$ cat config.mk
export PLATFORM = sky130hd
export DESIGN_NAME = sata_link_arb_dev
export DESIGN_NICKNAME = d
export VERILOG_FILES = /design/src/rtl/sata_link_arb_dev.sv
export SDC_FILE = /design/constraint.sdc
export NUM_CORES = 1
export LEC_CHECK = 0
export ABC_AREA = 1
export BUFFER_PORTS_ARGS = -buffer_cell sky130_fd_sc_hd__buf_4
export CAP_MARGIN = 20
export CORE_MARGIN = 1
export CORE_UTILIZATION = 40
export CTS_BUF_LIST = sky130_fd_sc_hd__clkbuf_4 sky130_fd_sc_hd__clkbuf_8
export CTS_CLUSTER_DIAMETER = 120
export DETAILED_ROUTE_END_ITERATION = 10
export MAX_ROUTING_LAYER = met4
export PLACE_DENSITY = 0.83
export SYNTH_ARGS = -nofsm -noshare
export SYNTH_HDL_FRONTEND = slang
export SYNTH_SLANG_ARGS = --single-unit
$ cat constraint.sdc
create_clock -name clk -period 1.6 [get_ports clk]
set_input_delay 0.4 -clock clk [delete_from_list [all_inputs] [get_ports clk]]
set_output_delay 0.4 -clock clk [all_outputs]
set_load 0.005 [all_outputs]
$ cat src/rtl/sata_link_arb_dev.sv
// Device-side SATA link-layer arbiter: decides which engine (write or read)
// owns the TX primitive stream, retries frames ended by R_ERR, schedules
// periodic ALIGN insertion and drives SYNC/ALIGN while no engine owns the line.
module sata_link_arb_dev #(
  parameter int unsigned ALIGN_PERIOD = 254,
  parameter int unsigned RETRY_MAX    = 3,
  parameter int unsigned BACKOFF      = 8
) (
  input  logic        clk,
  input  logic        rst_n,
  input  logic        phyrdy,
  input  logic [4:0]  rx_dat_type,
  input  logic        tx_frame_req,
  output logic        tx_frame_done,
  output logic        tx_frame_ok,
  output logic        tx_replay,
  output logic        wr_req,
  input  logic        wr_no_busy,
  input  logic        wr_cpl,
  output logic        rd_req,
  input  logic        rd_no_busy,
  output logic        roll_insert,
  input  logic [4:0]  wr_tx_dat_type,
  input  logic [31:0] wr_tx_dat,
  input  logic [3:0]  wr_tx_char,
  input  logic [4:0]  rd_tx_dat_type,
  input  logic [31:0] rd_tx_dat,
  input  logic [3:0]  rd_tx_char,
  output logic [4:0]  tx_dat_type,
  output logic [31:0] tx_dat,
  output logic [3:0]  tx_char
);

  // Primitive codes of the codebase's sata_p_t encoding used by this block
  localparam logic [4:0] P_SYNC  = 5'd1;
  localparam logic [4:0] P_ALIGN = 5'd2;
  localparam logic [4:0] P_X_RDY = 5'd3;
  localparam logic [4:0] P_R_OK  = 5'd6;
  localparam logic [4:0] P_R_ERR = 5'd7;

  localparam logic [31:0] SYNC_DW  = 32'hB5B5_957C;
  localparam logic [31:0] ALIGN_DW = 32'h7B4A_4ABC;

  localparam logic [9:0] ALIGN_LAST = 10'(ALIGN_PERIOD - 1);
  localparam logic [2:0] RETRY_LIM  = 3'(RETRY_MAX);
  localparam logic [7:0] BO_LAST    = 8'(BACKOFF - 1);

  typedef enum logic [2:0] {
    S_IDLE,
    S_WR,
    S_WR_DONE,
    S_BACKOFF,
    S_RD
  } state_t;

  state_t      state_q, state_d;
  logic [2:0]  retry_q, retry_d;
  logic        res_q, res_d;
  logic [7:0]  bo_cnt_q, bo_cnt_d;
  logic [9:0]  align_cnt_q, align_cnt_d;
  logic [1:0]  align_left_q, align_left_d;
  logic        roll_q, roll_d;
  logic        done_q, done_d;
  logic        ok_q, ok_d;
  logic        replay_q, replay_d;

  // Completion strobe is implied by the WR_DONE state and not needed here
  logic unused_inputs;
  assign unused_inputs = wr_cpl;

  // Register bank: FSM state, retry bookkeeping, ALIGN scheduler, strobes
  always_ff @(posedge clk or negedge rst_n) begin
    if (!rst_n) begin
      state_q      <= S_IDLE;
      retry_q      <= '0;
      res_q        <= 1'b0;
      bo_cnt_q     <= '0;
      align_cnt_q  <= '0;
      align_left_q <= '0;
      roll_q       <= 1'b0;
      done_q       <= 1'b0;
      ok_q         <= 1'b0;
      replay_q     <= 1'b0;
    end else begin
      state_q      <= state_d;
      retry_q      <= retry_d;
      res_q        <= res_d;
      bo_cnt_q     <= bo_cnt_d;
      align_cnt_q  <= align_cnt_d;
      align_left_q <= align_left_d;
      roll_q       <= roll_d;
      done_q       <= done_d;
      ok_q         <= ok_d;
      replay_q     <= replay_d;
    end
  end

  // Arbitration FSM: line ownership, result latching, retry and backoff
  always_comb begin
    state_d  = state_q;
    retry_d  = retry_q;
    res_d    = res_q;
    bo_cnt_d = bo_cnt_q;
    done_d   = 1'b0;
    ok_d     = 1'b0;
    replay_d = 1'b0;
    if (!phyrdy) begin
      // Link loss overrides every other event, including wr_no_busy
      state_d = S_IDLE;
      retry_d = '0;
      if (state_q inside {S_WR, S_WR_DONE, S_BACKOFF}) done_d = 1'b1;
    end else begin
      unique case (state_q)
        S_IDLE: begin
          if (rx_dat_type == P_X_RDY) begin
            state_d = S_RD;
          end else if (tx_frame_req) begin
            state_d = S_WR;
            res_d   = 1'b0;
          end
        end
        S_WR: begin
          if (rx_dat_type == P_R_OK)       res_d = 1'b1;
          else if (rx_dat_type == P_R_ERR) res_d = 1'b0;
          if (wr_no_busy) state_d = S_WR_DONE;
        end
        S_WR_DONE: begin
          state_d = S_IDLE;
          if (res_q) begin
            done_d  = 1'b1;
            ok_d    = 1'b1;
            retry_d = '0;
          end else if (retry_q < RETRY_LIM) begin
            retry_d  = retry_q + 3'd1;
            replay_d = 1'b1;
            bo_cnt_d = '0;
            state_d  = S_BACKOFF;
          end else begin
            done_d  = 1'b1;
            retry_d = '0;
          end
        end
        S_BACKOFF: begin
          if (rx_dat_type == P_X_RDY) begin
            state_d = S_RD;
          end else if (bo_cnt_q == BO_LAST) begin
            state_d = S_WR;
            res_d   = 1'b0;
          end else begin
            bo_cnt_d = bo_cnt_q + 8'd1;
          end
        end
        S_RD: begin
          if (rd_no_busy) state_d = S_IDLE;
        end
        default: state_d = S_IDLE;
      endcase
    end
  end

  // ALIGN scheduler: free-running period counter while the PHY is up
  always_comb begin
    align_cnt_d = align_cnt_q;
    roll_d      = 1'b0;
    if (!phyrdy) begin
      align_cnt_d = '0;
    end else if (align_cnt_q == ALIGN_LAST) begin
      align_cnt_d = '0;
      roll_d      = 1'b1;
    end else begin
      align_cnt_d = align_cnt_q + 10'd1;
    end
    if (roll_q)                 align_left_d = 2'd2;
    else if (align_left_q != '0) align_left_d = align_left_q - 2'd1;
    else                        align_left_d = '0;
  end

  // TX mux: engine outputs pass straight through; idle line shows SYNC/ALIGN
  always_comb begin
    tx_dat_type = P_SYNC;
    tx_dat      = SYNC_DW;
    tx_char     = 4'b1000;
    unique case (state_q)
      S_WR, S_WR_DONE: begin
        tx_dat_type = wr_tx_dat_type;
        tx_dat      = wr_tx_dat;
        tx_char     = wr_tx_char;
      end
      S_RD: begin
        tx_dat_type = rd_tx_dat_type;
        tx_dat      = rd_tx_dat;
        tx_char     = rd_tx_char;
      end
      default: begin
        if (align_left_q != '0) begin
          tx_dat_type = P_ALIGN;
          tx_dat      = ALIGN_DW;
        end
      end
    endcase
  end

  assign wr_req        = (state_q == S_WR);
  assign rd_req        = (state_q == S_RD);
  assign roll_insert   = roll_q;
  assign tx_frame_done = done_q;
  assign tx_frame_ok   = ok_q;
  assign tx_replay     = replay_q;

endmodule
==> impl_metrics.toml <==
[global_routing]
groute.usage.overall = 0.257
globalRouteOverflowTotal = 0
grt_first_pass_wirelength_um = 11800
pin_count_of_the_biggest_net_entering_global_routing = 32
via_count_of_the_first_global_routing_pass = 2588
antenna_found_initial = 0

[die]
die_height_um = 77.4
chipWidth_um = 77.4
core_region_area_mm2 = 0.00551
fp.dieArea_mm2 = 0.00599
initial_core_util = 0.413
floorplan.io_pins = 141
core.rowCount = 27

[detailed_routing]
wl_per_cell_um = 14.6
dr.first_iter.drc_count = 127
drtAntennaViolNets = 0
drt-total-wl_um = 8160
via_per_inst = 5.18
drc = 0
vias_after_detailed_routing = 2895
drt_pre_antenna_iters = 5

[logic_synthesis]
netlist.area_leader.share = 0.341
commonest_register_cell_after_synthesis = "sky130_fd_sc_hd__dfrtp_1"
syn_inst = 325
yosys.cell_types.count = 32
async_reset_ff_frac = 1.00
post_synth_most_frequent_cells = "104 x sky130_fd_sc_hd__nand2_1, 32 x sky130_fd_sc_hd__nand3_1, 31 x sky130_fd_sc_hd__dfrtp_1"
syn-num-nets = 423
synth_top_cell_by_area = "sky130_fd_sc_hd__dfrtp_1"
synth-edff-count = 0
synth.area.top_cells = "sky130_fd_sc_hd__dfrtp_1 34%, sky130_fd_sc_hd__nand2_1 17%, sky130_fd_sc_hd__nand3_1 7.0%, sky130_fd_sc_hd__a22oi_1 6.3%, sky130_fd_sc_hd__nor2_1 5.0%"
post_synth.cell_area_avg_um2 = 7.00
syn-cell-area_mm2 = 0.00227
ys_warn_count = 0
post-synth-top-count-cell = "sky130_fd_sc_hd__nand2_1"
synth.ff_latch_count = 31
synth.yosys.seq_area_share = 0.341

[placed_design]
dp.final_hpwl_um = 5350
dpl_cell_area_mm2 = 0.00345
io_buffer_count = 139
placedCellCount = 535
gp_congestion = 0.871

[clock_network]
cts-hold-fix-buffers = 0
cts_buffers = 5
cts-root-to-sink-buffers = 2
clock-sinks = 31
path_clk_slew_ps = 70
htree_num_levels = 2
cts_root_buffer = "sky130_fd_sc_hd__clkbuf_8"
clock_tree_from_tritoncts = "built"
clock_latency_ps = 280

[sta]
setup_slack_ps = -471
tightestPinTransition_ps = 394
worst_slew_margin_rel = 0.737
final.hold.worst_slack_ps = 40.5
final-hold-violation-count = 0
setup_repair_after_global_routing_missed_its_margin = "yes"
timing.fmax_mhz = 483
finalMaxSlewViolations = 0
clock_skew_ps = 8.47
period_share = 1.29
setup_viols_final = 50
period_minus_slack_ps = 2070
totalNegativeSetupSlack_ps = -18230

[critical_path]
crit_type = "flop to output pin"
crit_path_start_kind = "flop"
worst_r2r_startpoint = "state_q[2]$_DFFE_PN0P_"
worstPathRequired_ps = 1200
crit_path_max_fanout = 6
critical_path_arrival_ps = 1670
cp-startpoint = "state_q[2]$_DFFE_PN0P_"
rr_worst_depth = 11
timing.critical_path.to_type = "output pin"

[power]
power.ir.vdd_worst_uv = 1240
powerDensity_mw_per_mm2 = 1340
post-layout-total-power_mw = 5.27
p_leak_nw = 2.08

[run_status]
run_status = "finished with violations"
violations_in_the_final_reports = "negative setup slack"

[layout]
num_antenna_cells = 0
layout_cells_sized_above_1 = 0.425
layout-area-overhead-vs-synth_pct = 72.5
stdcell_count = 559
design.final.nets = 584
post-route-cell-area_mm2 = 0.00392

[hold_path]
hold_path_class = "primary input to asynchronous set/reset pin"

[job]
max_cap_violations = 0
## routing by layer
layer / up-vias / global-route usage / wire (um)
met1: 1326 / 0.269 / 3080
met2: 119 / 0.446 / 4240
li1: 1414 / - / -
met3: 36 / 0.0682 / 486
met5: - / - / 0
met4: 0 / 0.125 / 357
## flip-flops by register name (all words and copies together) (netlist names)
name,flops
tx_frame_ok,1
retry_q,3
bo_cnt_q,8
res_q,1
roll_insert,1
state_q,3
align_left_q,2
tx_replay,1
tx_frame_done,1
align_cnt_q,10
## cell families (layout without fill, tap and decap cells)
family	Yosys count	after routing	synth area share
XOR/XNOR	6	6	0.0231
AND/OR/NAND/NOR	196	197	0.388
adder cells (fa/ha/maj)	4	4	0.0220
buffers and inverters	45	206	0.0842
AO/OA/AOI/OAI	43	43	0.142
flip-flops	31	31	0.341
## worst max-delay path: stages (launching register included)
cell,delay [ps]
sky130_fd_sc_hd__dfrtp_1,410
sky130_fd_sc_hd__inv_4,90
sky130_fd_sc_hd__nand2_4,70
sky130_fd_sc_hd__nor2_4,40
sky130_fd_sc_hd__inv_4,80
sky130_fd_sc_hd__nand2_8,80
sky130_fd_sc_hd__nor2_4,220
sky130_fd_sc_hd__nand3_4,180
sky130_fd_sc_hd__nand3_2,110
sky130_fd_sc_hd__buf_6,90
## cell type report
type / count / area (um2)
clock buffer: 8 / 104
tap: 72 / 90.1
multi-input combinational: 250 / 1450
fill: 409 / 1580
timing repair buffer: 165 / 1370
sequential: 31 / 778
inverter: 33 / 131
## where the power goes
| group | switching [mW] | total, mW | internal, mW |
|---|---|---|---|
| clock network | 0.280 | 0.689 | 0.409 |
| registers | 0.105 | 0.974 | 0.869 |
| logic | 1.68 | 3.61 | 1.93 |
## through the flow
step / utilization / worst slack (ps)
after floorplan: - / -7.91
after global placement: 0.626 / -121
after detailed placement: 0.626 / -164
after CTS: 0.670 / -451
after global routing: 0.713 / -549
final: 0.713 / -471
## repair_timing
action	4_1_cts	5_1_grt
endpoints found under the setup margin	43	54
cloned	2	3
resized for setup	19	32
hold endpoints to repair	0	0
setup buffers	3	8
pin swaps	3	13
## final timing paths
| path | endpoint | slack, ps |
|---|---|---|
| min in group clk | res_q$_DFFE_PN0P_ | 380 |
| max reg2reg | bo_cnt_q[3]$_DFFE_PN0P_ | -110 |
| max in group asynchronous | state_q[0]$_DFFE_PN0P_ | 1250 |
| min | bo_cnt_q[4]$_DFFE_PN0P_ | 40 |
| max | tx_dat[18] | -470 |
| min reg2reg | align_left_q[0]$_DFF_PN0_ | 470 |
## cell usage in the layout (no fill, tap or decap), drive strengths merged, types with 8 or more instances in the layout
master / instances
buf: 164
nand2: 105
nand3: 36
inv: 33
nor2: 32
dfrtp: 31
a22oi: 19
nor3: 12
a22o: 9
nand4: 9
clkbuf: 9
o21ai: 8
No activity file was read; power rests on OpenSTA's default activity.
